$ cat src/rtl/layer_out_serializer.sv
// Collects one activation per neuron of a hidden layer, then streams them in index order.
// Optional argmax readout is compiled in when LAYER_ARGMAX_EN is defined.
module layer_out_serializer #(
   parameter int NUM_NEURONS = 30,
   parameter int DATA_WIDTH  = 16,
   parameter int IDX_W       = $clog2(NUM_NEURONS)
) (
   input  logic                              clk,
   input  logic                              rst,
   input  logic [NUM_NEURONS*DATA_WIDTH-1:0] neuron_out,
   input  logic [NUM_NEURONS-1:0]            neuron_valid,
   output logic [DATA_WIDTH-1:0]             s_data,
   output logic                              s_valid,
   input  logic                              s_ready,
   output logic                              s_last,
   output logic                              busy,
   output logic                              err,
   output logic [IDX_W-1:0]                  class_idx,
   output logic                              class_valid
);

   // Stream handshake: a word moves when s_valid && s_ready are both high at a rising
   // clk edge; while s_ready is low, s_data and s_last hold their value.
   typedef enum logic [1:0] {IDLE, COLLECT, STREAM} state_t;

   localparam logic [IDX_W-1:0] LAST_IDX = IDX_W'(NUM_NEURONS - 1);

   state_t                  state_q, state_d;
   logic [NUM_NEURONS-1:0]  mask_q, mask_d;
   logic [DATA_WIDTH-1:0]   word_q [NUM_NEURONS];
   logic [DATA_WIDTH-1:0]   word_d [NUM_NEURONS];
   logic [IDX_W-1:0]        idx_q, idx_d;
   logic                    err_q, err_d;
   logic                    xfer;
   logic                    at_last;

   assign s_valid = (state_q == STREAM);
   assign busy    = (state_q != IDLE);
   assign at_last = (idx_q == LAST_IDX);
   assign s_last  = s_valid && at_last;
   assign s_data  = word_q[idx_q];
   assign err     = err_q;
   assign xfer    = s_valid && s_ready;

   always_comb begin
      state_d = state_q;
      mask_d  = mask_q;
      word_d  = word_q;
      idx_d   = idx_q;
      err_d   = err_q;
      case (state_q)
         IDLE, COLLECT: begin
            for (int i = 0; i < NUM_NEURONS; i++) begin
               if (neuron_valid[i]) begin
                  word_d[i] = neuron_out[i*DATA_WIDTH +: DATA_WIDTH];
                  mask_d[i] = 1'b1;
                  if (mask_q[i]) err_d = 1'b1;
               end
            end
            if (state_q == IDLE) begin
               if (|neuron_valid) state_d = COLLECT;
            end else if (&mask_q) begin
               // Full-mask test uses the registered mask, costing one cycle of latency.
               state_d = STREAM;
               idx_d   = '0;
            end
         end
         STREAM: begin
            if (|neuron_valid) err_d = 1'b1;
            if (xfer) begin
               if (at_last) begin
                  state_d = IDLE;
                  mask_d  = '0;
                  idx_d   = '0;
               end else begin
                  idx_d = idx_q + 1'b1;
               end
            end
         end
         default: state_d = IDLE;
      endcase
   end

   always_ff @(posedge clk) begin
      if (rst) begin
         state_q <= IDLE;
         mask_q  <= '0;
         idx_q   <= '0;
         err_q   <= 1'b0;
         for (int i = 0; i < NUM_NEURONS; i++) word_q[i] <= '0;
      end else begin
         state_q <= state_d;
         mask_q  <= mask_d;
         idx_q   <= idx_d;
         err_q   <= err_d;
         word_q  <= word_d;
      end
   end

`ifdef LAYER_ARGMAX_EN
   logic [DATA_WIDTH-1:0] max_q, max_d;
   logic [IDX_W-1:0]      max_idx_q, max_idx_d;
   logic [IDX_W-1:0]      class_idx_q, class_idx_d;
   logic                  class_valid_q, class_valid_d;
   logic                  take;

   // Strictly-greater replacement keeps the lowest index on ties.
   assign take = (idx_q == '0) || (s_data > max_q);

   always_comb begin
      max_d         = max_q;
      max_idx_d     = max_idx_q;
      class_idx_d   = class_idx_q;
      class_valid_d = 1'b0;
      if (xfer && take) begin
         max_d     = s_data;
         max_idx_d = idx_q;
      end
      if (xfer && at_last) begin
         class_valid_d = 1'b1;
         class_idx_d   = take ? idx_q : max_idx_q;
      end
   end

   always_ff @(posedge clk) begin
      if (rst) begin
         max_q         <= '0;
         max_idx_q     <= '0;
         class_idx_q   <= '0;
         class_valid_q <= 1'b0;
      end else begin
         max_q         <= max_d;
         max_idx_q     <= max_idx_d;
         class_idx_q   <= class_idx_d;
         class_valid_q <= class_valid_d;
      end
   end

   assign class_idx   = class_idx_q;
   assign class_valid = class_valid_q;
`else
   assign class_idx   = '0;
   assign class_valid = 1'b0;
`endif

endmodule

$ cat config.mk
export PLATFORM = sky130hd
export DESIGN_NAME = layer_out_serializer
export DESIGN_NICKNAME = d
export VERILOG_FILES = /design/src/rtl/layer_out_serializer.sv
export SDC_FILE = /design/constraint.sdc
export NUM_CORES = 1
export LEC_CHECK = 0
export BUFFER_PORTS_ARGS = -buffer_cell sky130_fd_sc_hd__buf_2
export CAP_MARGIN = 20
export CORE_AREA = 5 5 209 211
export DETAILED_ROUTE_END_ITERATION = 6
export DIE_AREA = 0 0 214 216
export PLACE_DENSITY = 0.8
export SYNTH_ARGS = -nofsm -noshare
export SYNTH_HDL_FRONTEND = slang
export SYNTH_SLANG_ARGS = --single-unit
$ cat constraint.sdc
create_clock -name clk -period 5.9 [get_ports clk]
set_input_delay 0.295 -clock clk [delete_from_list [all_inputs] [get_ports clk]]
set_output_delay 0.295 -clock clk [all_outputs]
set_load 0.1 [all_outputs]
# After elaboration in Yosys (flattened, before gate mapping)
# Index checks and enable logic that the tools add are counted.
[op_classes]
add_sub_neg = 1
magnitude_cmp = 1
eq_ne = 40
n_mux = 117
reduce_logical = 71
n_bitwise = 1
[ops]
columns = ["operator", "count"]
rows = [
  ["$reduce_and 4->1", 32],
  ["$mux 1", 99],
  ["$bmux 16 s5", 1],
  ["$ne 2x2->1 const B", 32],
  ["$reduce_and 2->1", 31],
  ["$mux 30", 2],
  ["$pmux 30 s2", 1],
  ["$mux 16", 2],
  ["$reduce_and 30->1", 1],
  ["$reduce_or 30->1", 1],
  ["$mux 5", 4],
  ["$mux 2", 5],
  ["$pmux 5 s2", 1],
  ["$ge 6x6->1 const B", 1],
  ["$ne 2x1->1 const B", 3],
  ["$ne 3x3->1 const B", 2],
  ["$not 5->6", 1],
  ["$add 5x1->5 const B", 1],
  ["$eq 5x5->1 const B", 1],
  ["$pmux 2 s2", 1],
  ["$reduce_bool 2->1", 2],
  ["$eq 2x1->1 const B", 1],
  ["$eq 2x2->1 const B", 1],
  ["$logic_and 1x1->1", 2],
  ["other kinds (3)", 3],
]
[totals]
regBits = 518
word_cells = 294
out_inout_bits = 26

# Longest topological paths before layout
[depth]
word_depth = 69
depth_mapped = 9
ltp_nobuf = 6

# Worst setup path after synthesis
# OpenSTA, ideal clock, no wires.
[synth_timing]
path_kind = "register -> output"
from = "reg idx_q[0]"
to = "out s_data[10]"
slack_ns = 2.747
n_path_buf = 4
stages_incl_launch_ff = 9
arrival_ns = 2.858
cell_sequence = "dfxtp_1 buf_6 buf_6 buf_6 buf_8 mux2i_1 a221oi_1 a21oi_1 a21oi_1"
[synth_between]
elab_chain_len = 4
[synth_rtl]
columns = ["item", "line", "source"]
rows = [
  ["from (decl)", "32", "logic [IDX_W-1:0] idx_q, idx_d;"],
  ["from (signal assigned)", "94", "idx_q <= idx_d;"],
  ["$not 5->6 (not written as such)", "41", "assign s_data = word_q[idx_q];"],
  ["$bmux 16 s5", "41", ""],
  ["$mux 16 (not written as such) (2 in a row)", "41", ""],
  ["to (decl)", "12", "output logic [DATA_WIDTH-1:0] s_data,"],
]
# No other way between the ends. The select of a mux whose other input is x is not followed.

# Final worst setup path
[layout_timing]
from = "reg idx_q[0]"
to = "out s_data[1]"
# Same word-level chain as after synthesis.

==> results.txt <==
- Tot GR Track Use: 42.5%
- For this run, the share of the core covered by cells in the final layout is about three quarters.
* Top fanout value on the critical path: between 40 and 50
- Synthesis produced a netlist whose cell count is 2682.
* Post-synthesis cell type count: 43
* Post-detailed-route count of antenna-violating nets: 0
- The detailed router placed ~25000 vias in this run.
- Setup-violating endpoint count in the final report: 0
- Count of instances resized after the clock tree is built: 0
- Area after DPL: 24900 um^2
* Hold Vio Cnt, Final: 0
- Final Wtd Congestion: 1.03
* Arrival time of the worst setup path: roughly 4000 ps
* Warning count from the yosys run: 0
- Floorplan die width: between 200 and 250 um
* Register-to-Register Setup Slack: between 3000 and 4000 ps
* Overflow left after global routing: 0
- Worst Hold Depth: 3
- Residual DRC count: 2
* Number of placement rows: 75
- Leakage power: between 10 and 15 nW
- The number of global-route vias before repair came to approximately 25000.
- Cells with a size suffix above 1 make up 21.9% of the layout.
* CORE AREA: around 42000 um^2
* Most frequent standard cell in the layout excluding fill and tap cells: nand2_1
- Summing every instance area after synthesis gives between 20000 and 25000 um^2.
- Router iterations before antenna repair: 7
- Counting flops with a built-in enable in the synthesized netlist gives 0.
- The first global-routing pass estimated 152 mm of wire.
- The flow ran to the end, but the final reports show violations.
- The cell sitting at the root of the clock tree is a clkbuf_16.
* Path type of the worst min-delay path: in2reg
- Summed over all nets, the half-perimeter wirelength after detailed placement is 66.9 mm.
- Number of nets in the finished design: 4036
- The worst register-to-register path begins at idx_q[0].
- Counting stages on the worst path, the most repeated cell is a21oi_1.
- For this run, the leading register cell type out of synthesis is dfxtp_1.
- Across all hold checks on the routed design, the worst slack comes to 8.26 ps.
- Of the available clock period, the critical path in the final layout requires between 70% and 80%.
- Final cell count without fillers: 4116
- For the worst-skew pair, the clock arrives at the later sink with an insertion delay of 610 ps.
- Routed len/inst: 24.6 um
- Measured along the y axis, the die boundary spans 216 um.
- Pwr dens: 273 nW/um^2
* Total detailed-routing wirelength: 101 mm
* # Post-CTS Setup Buffers: 0
* Layout Cell Area excl Fill: 31300 um^2
- The worst hold path begins at neuron_out[238].
* Number of placed I/O pins: approximately 540
- The die covers 46200 um^2.
- From synthesis to final layout, the design area changed by 40.1%.
* Number of synthesized register bits: 518
- Worst path max stage delay: a little over 900 ps
- Normalized max-slew margin: between 10% and 20%
* Worst path cell trace: buf_4 > mux2i_1 > a221oi_1 > a21oi_1 > a21oi_1 > buf_2
* Maximum number of pins on one net before global-route repair: 177
- In the layout the commonest cells are nand2_1 (964), a21oi_1 (531), buf_2 (531).
- The worst register-to-register path ends at mask_q[15].
- The worst setup path is launched from a register.
- For the final routed database, the setup TNS stands at 0 ps.
- Clk slew on worst S/H paths: approximately 70 ps
- Average instance area after synthesis: 8.33 um^2
- Crit path to: s_data[1]
- After synthesis, the largest area contributor takes up 46.4% of total cell area.
- Via-per-instance ratio: 6.09
- The initial utilization of the core area, before any placement, comes to 53.7%.
* Tightest Pin Transition: roughly 1200 ps
- Setup slack on the critical path of the routed design comes to 1640 ps.
- Counting every sink on the clock net gives 518.
* Failing checks: DRC
- The biggest area contributor in the post-synthesis netlist is dfxtp_1.
- Required arrival time at the worst endpoint: between 5000 and 6000 ps
- Sequential area share after synthesis: 46.4%
* Total Power: 8.56 mW
- Slowest library cell on the worst path: dfxtp_4
- Launch point of the critical path: idx_q[0]
- Max-cap violations: 0
- Achievable frequency: roughly 0.23 GHz
* Worst IR drop on VDD: approximately 0.23 mV
- Worst Reg-to-Reg Cells: 6
- Initial antenna violation count: 16
- Including well taps, the total number of placed cells is 3553.
- TritonCTS built the clock tree.
- Combined area of the multi-input logic cells: approximately 11000 um^2
- Minimum clock period after layout: 4260 ps
* Cell types occupying the most area after synthesis: dfxtp_1 (46%), nand2_1 (16%), a21oi_1 (12%), mux4_2 (8.1%), mux2i_1 (3.6%)
- Setup repair after global routing left no endpoint under its margin.
- Maximum number of buffers from clock root to sink: 3
- Clock skew: 16.2 ps
* Register cell area after layout: 10400 um^2
- The layout has roughly 2800 filler cells.
* Worst slack after detailed placement: 2410 ps
* Critical path class: reg2out
- Counting flops with an async set or reset pin after synthesis yields a share of 0%.
* Number of slew-limit violations in the final report: 0
- Port Buffers: 532
* DRC marker count from the first detailed-route iteration: 3485
- Nature of the critical path endpoint: primary output
- Counting the buffers created by CTS gives between 50 and 60.
- H-tree levels: 2
-- critical path, delay by kind of cell, from the launching register on --
family                 cells  cell delay [ps]
AO/OA/AOI/OAI              3             1030
buffers and inverters      2             1210
flip-flops                 1              920
multiplexers               1              170
-- cell usage after synthesis, drive strengths merged, types with 8 or more instances --
cell	number
mux2i	80
or2	17
a221o	16
clkbuf	140
nand4	12
o221ai	16
dfxtp	518
o21a	30
nor2b	34
buf	100
a221oi	20
mux2	16
a21oi	531
nor4	8
nand2	964
nand2b	48
mux4	80
-- worst min path at each step --
stage / endpoint / slack [ps]
finish: word_q[254] / 8
floorplan: word_q[0] / 430
CTS: word_q[150] / 1
global placement: word_q[382] / 440
global route: word_q[348] / 4
detailed placement: word_q[10] / 440
-- cell families after synthesis --
group | Yosys count | share of synthesized area, %
flip-flops | 518 | 46.4
AND/OR/NAND/NOR | 1106 | 20.1
adder cells (fa/ha/maj) | 2 | 0.112
multiplexers | 176 | 12.5
buffers and inverters | 244 | 5.07
AO/OA/AOI/OAI | 635 | 15.8
other | 1 | 0.0168
-- state kept, by name, indices dropped and copies added (netlist names) --
signal	count
err	1
idx_q	5
mask_q	30
state_q	2
word_q	480
-- where the power goes --
part	switching, mW	leakage [nW]	internal, mW
Combinational	0.622	7.60	0.529
Clock	1.44	0.906	2.11
Sequential	0.167	4.28	3.70
-- final cells by class --
cell class / count / area share (%)
clock inverters: 21 / 0.963
multi-input cells: 1925 / 34.7
clock buffers: 75 / 4.88
inverters: 4 / 0.0480
flip-flops and latches: 518 / 33.2
well taps: 539 / 2.15
diodes: 14 / 0.112
repair buffers: 1020 / 24.0
-- routing by layer --
layer	up-vias	routed length (um)	track usage [%]	part of all wire (%)
li1	10800	-	-	-
met4	6	8670	28.3	8.6
met5	-	35	0	0.035
met1	11700	36400	51.1	36
met2	2004	44800	65.9	44
met3	612	11500	13.4	11
-- what timing repair did --
item	4_1_cts	5_1_grt
setup endpoints to repair	0	0
hold buffers	448	0
hold endpoints to repair	448	0
(Power assumes the default switching activity.)
